**config.mk**
```make
export PLATFORM = sky130hd
export DESIGN_NAME = seg7scan
export DESIGN_NICKNAME = d
export VERILOG_FILES = /design/src/rtl/seg7_pkg.sv /design/src/rtl/seg7enc.sv /design/src/rtl/seg7scan.sv
export SDC_FILE = /design/constraint.sdc
export NUM_CORES = 1
export LEC_CHECK = 0
export CAP_MARGIN = 40
export CORE_MARGIN = 2
export CORE_UTILIZATION = 25
export CTS_BUF_LIST = sky130_fd_sc_hd__clkbuf_4
export CTS_CLUSTER_DIAMETER = 100
export DETAILED_ROUTE_END_ITERATION = 10
export PLACE_DENSITY_LB_ADDON = 0.12
export SYNTH_ARGS = -nofsm -noshare
export SYNTH_HDL_FRONTEND = slang
export SYNTH_HIERARCHICAL = 1
export SYNTH_SLANG_ARGS = --single-unit
```
**constraint.sdc**
```tcl
create_clock -name clk -period 2.6 [get_ports clk]
set_input_delay 0.26 -clock clk [delete_from_list [all_inputs] [get_ports clk]]
set_output_delay 0.26 -clock clk [all_outputs]
set_load 0.03 [all_outputs]
```
**src/rtl/seg7_pkg.sv**
```systemverilog
// Shared 7-segment display types and constants.
// Latency: n/a (definitions only).
// Backpressure: n/a.
package seg7_pkg;

    localparam logic [7:0] SEG_OFF        = 8'hFF;
    localparam int         NIBBLE_W       = 4;
    // Board pins for all display blocks sink current: a 0 lights the segment.
    localparam bit         SEG_ACTIVE_LOW = 1'b1;

    typedef enum logic [1:0] {
        ST_IDLE,
        ST_GUARD,
        ST_DRIVE
    } scan_state_t;

    function automatic logic [7:0] seg_pins(input logic dp, input logic [6:0] seg);
        return SEG_ACTIVE_LOW ? ~{dp, seg} : {dp, seg};
    endfunction

endpackage

```
**src/rtl/seg7enc.sv**
```systemverilog
// Hex nibble to active-high segment pattern {g,f,e,d,c,b,a}.
// Latency: combinational.
// Backpressure: none.
module seg7enc (
    input  logic [3:0] nib,
    output logic [6:0] seg
);

    always_comb begin
        seg = 7'h00;
        case (nib)
            4'h0: seg = 7'h3F;
            4'h1: seg = 7'h06;
            4'h2: seg = 7'h5B;
            4'h3: seg = 7'h4F;
            4'h4: seg = 7'h66;
            4'h5: seg = 7'h6D;
            4'h6: seg = 7'h7D;
            4'h7: seg = 7'h07;
            4'h8: seg = 7'h7F;
            4'h9: seg = 7'h6F;
            4'hA: seg = 7'h77;
            4'hB: seg = 7'h7C;
            4'hC: seg = 7'h39;
            4'hD: seg = 7'h5E;
            4'hE: seg = 7'h79;
            4'hF: seg = 7'h71;
            default: seg = 7'h00;
        endcase
    end

endmodule

```
**src/rtl/seg7scan.sv**
```systemverilog
// Self-scanning common-anode multi-digit 7-segment driver with guard blanking.
// Latency: outputs registered, 1 cycle behind scan state; LOAD visible after next frame boundary.
// Backpressure: none; LOAD accepted every cycle, last write before a boundary wins.
// SEG7SCAN_LZB_EN enables leading-zero blanking.
module seg7scan
    import seg7_pkg::*;
#(
    parameter int N_DIGIT = 4,
    parameter int DIV     = 50000,
    parameter int GUARD   = 2
) (
    input  logic                          clk,
    input  logic                          rst_n,
    input  logic                          en,
    input  logic                          load,
    input  logic [NIBBLE_W*N_DIGIT-1:0]   data_i,
    input  logic [N_DIGIT-1:0]            dp_i,
    output logic [7:0]                    seg_o,
    output logic [N_DIGIT-1:0]            dig_o,
    output logic                          frame_o
);

    localparam int DAT_W = NIBBLE_W * N_DIGIT;
    localparam int PRE_W = $clog2(DIV);
    localparam int IDX_W = ($clog2(N_DIGIT) > 1) ? $clog2(N_DIGIT) : 1;

    localparam logic [PRE_W-1:0] PRE_GLAST = PRE_W'(GUARD - 1);
    localparam logic [PRE_W-1:0] PRE_LAST  = PRE_W'(DIV - 1);
    localparam logic [IDX_W-1:0] IDX_LAST  = IDX_W'(N_DIGIT - 1);

    if (GUARD < 1 || GUARD >= DIV || DIV < 4 || N_DIGIT < 2 || N_DIGIT > 8) begin : g_bad_param
        $error("seg7scan: illegal parameters (need 2<=N_DIGIT<=8, DIV>=4, 1<=GUARD<DIV)");
    end

    scan_state_t        state, state_nxt;
    logic [PRE_W-1:0]   pre, pre_nxt;
    logic [IDX_W-1:0]   idx, idx_nxt;
    logic               wrap;

    logic [DAT_W-1:0]   pend_dat, disp_dat;
    logic [N_DIGIT-1:0] pend_dp, disp_dp;
    logic               pend_vld;
    logic               commit;

    logic [NIBBLE_W-1:0] cur_nib;
    logic                cur_dp;
    logic [6:0]          enc_seg;
    logic [6:0]          glyph;
    logic [7:0]          seg_nxt;
    logic [N_DIGIT-1:0]  dig_nxt;

    always_ff @(posedge clk or negedge rst_n) begin
        if (!rst_n) begin
            state <= ST_IDLE;
            pre   <= '0;
            idx   <= '0;
        end else begin
            state <= state_nxt;
            pre   <= pre_nxt;
            idx   <= idx_nxt;
        end
    end

    always_comb begin
        state_nxt = state;
        pre_nxt   = pre;
        idx_nxt   = idx;
        wrap      = 1'b0;
        if (!en) begin
            state_nxt = ST_IDLE;
            pre_nxt   = '0;
            idx_nxt   = '0;
        end else begin
            case (state)
                ST_IDLE: begin
                    state_nxt = ST_GUARD;
                    pre_nxt   = '0;
                    idx_nxt   = '0;
                end
                ST_GUARD: begin
                    pre_nxt = pre + PRE_W'(1);
                    if (pre == PRE_GLAST) begin
                        state_nxt = ST_DRIVE;
                    end
                end
                ST_DRIVE: begin
                    if (pre == PRE_LAST) begin
                        state_nxt = ST_GUARD;
                        pre_nxt   = '0;
                        if (idx == IDX_LAST) begin
                            idx_nxt = '0;
                            wrap    = 1'b1;
                        end else begin
                            idx_nxt = idx + IDX_W'(1);
                        end
                    end else begin
                        pre_nxt = pre + PRE_W'(1);
                    end
                end
                default: begin
                    state_nxt = ST_IDLE;
                    pre_nxt   = '0;
                    idx_nxt   = '0;
                end
            endcase
        end
    end

    // A dark display has no frame to tear, so IDLE also promotes pending data.
    assign commit = pend_vld && (wrap || state == ST_IDLE);

    always_ff @(posedge clk or negedge rst_n) begin
        if (!rst_n) begin
            pend_dat <= '0;
            pend_dp  <= '0;
            pend_vld <= 1'b0;
            disp_dat <= '0;
            disp_dp  <= '0;
        end else begin
            if (commit) begin
                disp_dat <= pend_dat;
                disp_dp  <= pend_dp;
            end
            if (load) begin
                pend_dat <= data_i;
                pend_dp  <= dp_i;
                pend_vld <= 1'b1;
            end else if (commit) begin
                pend_vld <= 1'b0;
            end
        end
    end

    always_comb begin
        cur_nib = '0;
        cur_dp  = 1'b0;
        for (int k = 0; k < N_DIGIT; k++) begin
            if (idx == IDX_W'(k)) begin
                cur_nib = disp_dat[k*NIBBLE_W +: NIBBLE_W];
                cur_dp  = disp_dp[k];
            end
        end
    end

    seg7enc u_enc (
        .nib (cur_nib),
        .seg (enc_seg)
    );

`ifdef SEG7SCAN_LZB_EN
    logic [N_DIGIT-1:0] lz_blank;
    logic               cur_blank;

    // Digit k blanks only when it and every more significant nibble are zero.
    always_comb begin : lz_scan
        logic run;
        run      = 1'b1;
        lz_blank = '0;
        for (int k = N_DIGIT - 1; k >= 1; k--) begin
            run         = run && (disp_dat[k*NIBBLE_W +: NIBBLE_W] == '0);
            lz_blank[k] = run;
        end
    end

    assign cur_blank = lz_blank[idx];
    assign glyph     = cur_blank ? 7'h00 : enc_seg;
`else
    assign glyph = enc_seg;
`endif

    // Gating on en makes a disable go dark on the very next cycle.
    always_comb begin
        seg_nxt = SEG_OFF;
        dig_nxt = '1;
        if (en && state == ST_DRIVE) begin
            dig_nxt = ~(N_DIGIT'(1) << idx);
            seg_nxt = seg_pins(cur_dp, glyph);
        end
    end

    always_ff @(posedge clk or negedge rst_n) begin
        if (!rst_n) begin
            seg_o   <= SEG_OFF;
            dig_o   <= '1;
            frame_o <= 1'b0;
        end else begin
            seg_o   <= seg_nxt;
            dig_o   <= dig_nxt;
            frame_o <= wrap;
        end
    end

endmodule

```
=== Word-level counts from Yosys, hierarchy flattened ===
Memory sizes are Yosys's and may differ from the RTL's.
Index checks and enable logic that the tools add are counted.

* Input bits: 24
* Output and inout bits: 13
* Memories kept: 1
* Word-level logic and storage cells: 62
* ROM bits: 112
* Register bits: 74

* Reductions and logical operators: 8
* Add/subtract/negate cells: 2
* Shifts and indexed selects: 1
* Bitwise gates (word level): 2
* Multiplexer cells: 27
* Equality and inequality tests: 10

{| class="wikitable"
|+ Memories
! memory !! depth !! bits a word !! read ports !! clocked after Yosys merged registers in !! wr ports !! RTL line !! source
|-
| (name not given) || 16 || 7 || 1 || 0 || 0 || seg7enc.sv:11 || <nowiki>case (nib)</nowiki>
|}

{| class="wikitable"
|+ Operators by type and width
! kind !! count
|-
| 16-bit 2-to-1 mux || 2
|-
| 16-bit one-hot mux with 2 select lines || 1
|-
| 4-bit 2-to-1 mux || 5
|-
| 16-bit by 1-bit adder with 16-bit output, second input constant || 1
|-
| 16-bit by 1-bit equality test with 1-bit output, second input constant || 1
|-
| 16-bit equality test, second input constant || 1
|-
| 2-bit 2-to-1 mux || 6
|-
| 1-bit 2-to-1 mux || 10
|-
| 8-bit 2-to-1 mux || 1
|-
| 8-bit NOT || 1
|-
| 2-bit equality test, second input constant || 3
|-
| 3-bit != test, second input constant || 2
|-
| 2-bit one-hot mux with 3 select lines || 1
|-
| 2-bit by 1-bit equality test with 1-bit output, second input constant || 2
|-
| 2-bit zero test || 2
|-
| 4-bit NOT || 1
|-
| 2-bit one-hot mux with 2 select lines || 1
|-
| 2-bit AND reduction || 2
|-
| 1-bit by 2-bit left shift with 4-bit output, first input constant || 1
|-
| 2-bit by 1-bit adder with 2-bit output, second input constant || 1
|-
| 1-bit logical AND || 2
|-
| 2-bit != test, second input constant || 1
|-
| 2-bit nonzero test || 1
|-
| 1-bit logical OR || 1
|}

=== Depth between registers and ports, before layout ===
* Word-level depth: 9
* Gate-level depth with buffers: 12
* Gate-level depth less buffers: 11

=== Modules after synthesis ===
Netlist, hierarchy kept.

{| class="wikitable"
|+ Modules (own cells, without submodules)
! module !! area each (um^2) !! instances !! cells each !! seq. area each (um^2)
|-
| seg7scan || 3253.1 || 1 || 269 || 1866.8
|-
| seg7enc || 290.3 || 1 || 33 || 0.0
|}

=== Worst setup path after synthesis ===
OpenSTA, ideal clock, no wires.

* Kind: reg2reg
* Start point: register idx[0]
* End point: register seg_o[3]
* Stages on the path, launching flop included: 11
* Required time: 2.537 ns
* Buffers on the path: 1
* Data arrival time: 2.470 ns
* Path slack: 0.067 ns
* Period minus slack after synthesis: 2.533 ns
* Library setup time: 0.063 ns
* Cell sequence: dfrtp_1 ha_1 clkbuf_1 nand3b_1 a21oi_1 a21oi_1 o21ai_0 inv_1 ha_1 mux4_1 nand2_1

* Longest elaborated chain between the ends: 8
* Elaborated cells on any way between the ends: 11
* Those cells by class: 3 x eq/ne; 5 x mux; 1 x bitwise; 1 x reduce/logical; 1 x memory

{| class="wikitable"
|+ Ends and longest elaborated chain
! what !! RTL line !! source
|-
| from (decl) || seg7scan.sv:37 || <nowiki>logic [IDX_W-1:0] idx, idx_nxt;</nowiki>
|-
| from (signal assigned) || seg7scan.sv:60 || <nowiki>idx <= idx_nxt;</nowiki>
|-
| 2-bit zero test || seg7scan.sv:138 || <nowiki>if (idx == IDX_W'(k)) begin</nowiki>
|-
| 4-bit 2-to-1 mux (3 in a row) || seg7scan.sv:138 ||
|-
| 4-bit 2-to-1 mux * || seg7scan.sv:138 ||
|-
| via cur_nib[1] || seg7scan.sv:45 || <nowiki>logic [NIBBLE_W-1:0] cur_nib;</nowiki>
|-
| memory read 16 x 7 bit * || - ||
|-
| via enc_seg[3] || seg7scan.sv:47 || <nowiki>logic [6:0] enc_seg;</nowiki>
|-
| 8-bit NOT * || seg7_pkg.sv:18 || <nowiki>return SEG_ACTIVE_LOW ? ~{dp, seg} : {dp, seg};</nowiki>
|-
| 8-bit 2-to-1 mux * || seg7scan.sv:175 || <nowiki>if (en && state == ST_DRIVE) begin</nowiki>
|-
| via seg_nxt[3] || seg7scan.sv:49 || <nowiki>logic [7:0] seg_nxt;</nowiki>
|-
| to (signal assigned) || seg7scan.sv:187 || <nowiki>seg_o <= seg_nxt;</nowiki>
|-
| to (decl) || seg7scan.sv:18 || <nowiki>output logic [7:0] seg_o,</nowiki>
|}

Mark *: on every way through the listed nets, which the timed path passes. The rest lies on a longest branch.
A chain may end at the register's enable or synchronous reset.

=== Final worst setup path ===
* Start point: register idx[1]
* End point: register seg_o[3]

Same word-level chain as after synthesis.

==> impl_results.md <==
- Outcome: complete, no violations
- I/O Buffers: 36
- Synth top area share: 0.438
- Buf/Inv on CP: 3
- CTS H-Tree Depth: 3
- Switching Share: 0.305
- Die width: 123 um
- Utilization after layout: 0.311
- RePlAce Congestion: 0.738
- Unrepaired setup endpoints after global routing: no
- Setup TNS Final: 0 ns
- Slew HR: 0.662
- Clock power share: 0.212
- Drt initial violations: 89
- Cell area after synthesis: 3540 um2
- Worst skew pair latency: 0.41 ns
- Root buf cell: clkbuf_4
- Avg Cell Area, Syn: 11.7 um2
- First-pass GRT wire length: 12,400 um
- Final hold viol count: 0
- Final HPWL DP: 5140 um
- Post-Syn Nets: 343
- Family with the most delay on the worst path: adder cells
- Nets: 389
- Top_reg_cell synth: dfrtp_1
- Max-capacitance violation count: 0
- Peak VDD IR: 0.235 mV
- Post-synth EDFFs: 0
- Leak: 1.72 nW
- Period Utilization, post-route: 0.927
- Worst slew pin tran: 0.505 ns
- P&R area growth vs syn: 21.8%
- Fmax: 415 MHz
- Row cnt: 43
- Layout Skew: 0.0105 ns
- Final Max Slew Viols: 0
- CTS buffer count: 9
- Power Internal: 0.00228 W
- Die Ht: 123 um
- Initial antenna violation count: 0
- CP peak stage delay: 0.49 ns
- Critical path class: register to register
- Register area share after synthesis: 0.527
- Levels on crit path: 11
- Critical Path AT: 2.76 ns
- Io pins: 37
- DRC: 0
- TritonCTS clock tree: done
- CP endpoint kind: register
- Ant diodes: 0
- Fraction of layout cells with a size suffix above 1: 0.256
- TritonCTS Sinks: 74
- Hold/Removal Path Class: primary input to async pin
- DR WL/cell: 13.9 um
- Synth unique cells: 43
- Synthesized flop and latch total: 74
- Yosys warns: 6
- CP Data Required Time: 2.95 ns
- Critical-path cell list: inv_1, ha_1, nand3b_1, a21oi_1, a21oi_1, o21ai_0, buf_4, inv_1, ha_1, mux4_1, nand2_1
- Synth area leaders: dfrtp_1 (44%), mux2_2 (13%), dfstp_2 (8.9%)
- Die area: 15,100 um2
- Min Tclk post-route: 2.41 ns
- Initial Util: 0.255
- Routed via count: 2,309
- Sequential Power Share: 0.457
- Total GRT Usage: 0.109
- Post-Syn Instances: 302
- Final setup fails: 0
- DRT Wirelength: 7410 um
- Vias per inst: 4.34
- Asr flop ratio synth: 1.00
- PwrDens: 760 nW/um2
- CP Max Fanout: 6
- Comb pwr share: 0.331
- Std-Cell Core Area: 13,900 um2
- CTS Buffer Depth: 2
- GR Overflow Total: 0
- Number of global-route vias before repair: 2,387
- Crit-path slowest cell: mux4_1
- First-pass iteration count of the detailed router: 4
- Largest net degree at the start of global routing: 60
- Cell taking the most area after synthesis: dfrtp_1
- Clk slew on worst S/H paths: 0.12 ns
- Startpoint class of the critical path: register
- Switch Pwr: 0.000999 W
- Final ANT Viol Nets: 0
- Worst reg-to-reg path cell count: 11
through the flow:
stage                     power, W  hold WS (ns)  instances  instance area (um2)  worst slack [ns]
after floorplan            0.00229       -0.0356        302                 3540            0.0671
after global placement     0.00261         0.487        514                 4140             0.261
after detailed placement   0.00263         0.150        515                 4170             0.229
after CTS                  0.00336         0.211        531                 4300             0.173
after global routing       0.00354         0.227        532                 4310            0.0105
final                      0.00328         0.247        532                 4310             0.189
cells in the final DEF (no fill, tap or decap), types with 2 or more instances in the layout:
cell type	instances
a21oi_1	13
a221oi_1	2
a31o_2	2
and2_1	3
buf_4	10
clkbuf_4	11
clkdlybuf4s50_1	35
clkinv_2	2
dfrtp_1	62
dfstp_2	12
ha_1	15
ha_2	2
inv_1	15
mux2_2	42
mux2i_1	5
nand2_1	29
nand2b_1	2
nand3_1	6
nand3b_1	4
nand4_1	4
nor2_1	19
nor2b_1	4
nor3_1	5
nor4_1	3
o21ai_0	5
o31ai_1	2
or3_1	4
or4_1	3
xnor2_1	9
xor2_1	2
flip-flops by register name, indices dropped and copies added, names as in the netlist:
name / flops
seg_o: 8
pend_dp: 4
pre: 16
frame_o: 1
disp_dp: 4
disp_dat: 16
pend_vld: 1
dig_o: 4
idx: 2
state: 2
pend_dat: 16
what timing repair did:
item,CTS,global route
gates resized for setup,0,3
hold endpoints to repair,26,0
hold buffers,1,0
buffers inserted,0,1
endpoints found under the setup margin,0,1
cells in the mapped netlist, types with 2 or more instances:
| cell type | count |
|---|---|
| a31o_2 | 2 |
| dfstp_2 | 12 |
| ha_1 | 17 |
| nor3_1 | 5 |
| inv_1 | 15 |
| or3_1 | 4 |
| dfrtp_1 | 62 |
| a221oi_1 | 2 |
| mux2i_1 | 5 |
| mux2_2 | 42 |
| nor4_1 | 3 |
| clkbuf_1 | 7 |
| or4_1 | 3 |
| nand2_1 | 29 |
| buf_2 | 3 |
| o31ai_1 | 2 |
| a21oi_1 | 13 |
| o21ai_0 | 6 |
| buf_6 | 2 |
| and2_1 | 3 |
| nor2_1 | 19 |
| xor2_1 | 2 |
| nand4_1 | 4 |
| nand3_1 | 6 |
| nand2b_1 | 2 |
| nor2b_1 | 4 |
| nand3b_1 | 4 |
| xnor2_1 | 9 |
layer usage:
layer / part of all wire / track usage / up-vias
met5: 0 / 0 / -
met3: 0.040 / 0.0327 / 9
met4: 0.013 / 0.0384 / 0
met1: 0.48 / 0.142 / 1126
met2: 0.47 / 0.171 / 33
li1: - / - / 1141
power groups by stage:
stage               clock (W)  sequential, W  combinational (W)
detailed placement          0        0.00153            0.00110
CTS                  0.000744        0.00151            0.00111
finish               0.000693        0.00150            0.00109
floorplan                   0        0.00146           0.000824
global placement            0        0.00153            0.00108
global route         0.000803        0.00153            0.00121
cell families after synthesis:
logic type,synth area share
simple gates,0.129
flops,0.527
buf+inv,0.0353
fa+ha+maj,0.0600
mux,0.159
compound gates,0.0625
xor+xnor,0.0272
layout make-up:
type                            count  area (um2)
Tap cell                          180         225
Fill cell                        1457        9570
Clock inverter                      4        43.8
Sequential cell                    74        1870
Multi-Input combinational cell    200        1560
Inverter                           15        56.3
Timing Repair Buffer               48         483
Clock buffer                       11        82.6
path summary, 6_finish.rpt:
check	from	endpoint	slack (ns)
setup / recovery	idx[1]$_DFFE_PN0P_	seg_o[3]$_DFF_PN1_	0.19
hold / removal	rst_n	pend_dat[1]$_DFFE_PN0P_	0.25
setup reg to reg	idx[1]$_DFFE_PN0P_	seg_o[3]$_DFF_PN1_	0.19
hold reg to reg	pend_dp[3]$_DFFE_PN0P_	disp_dp[3]$_DFFE_PN0P_	0.52
max in group asynchronous	rst_n	seg_o[7]$_DFF_PN1_	1.75
min in group clk	data_i[15]	pend_dat[15]$_DFFE_PN0P_	0.45
(Power assumes the default switching activity.)
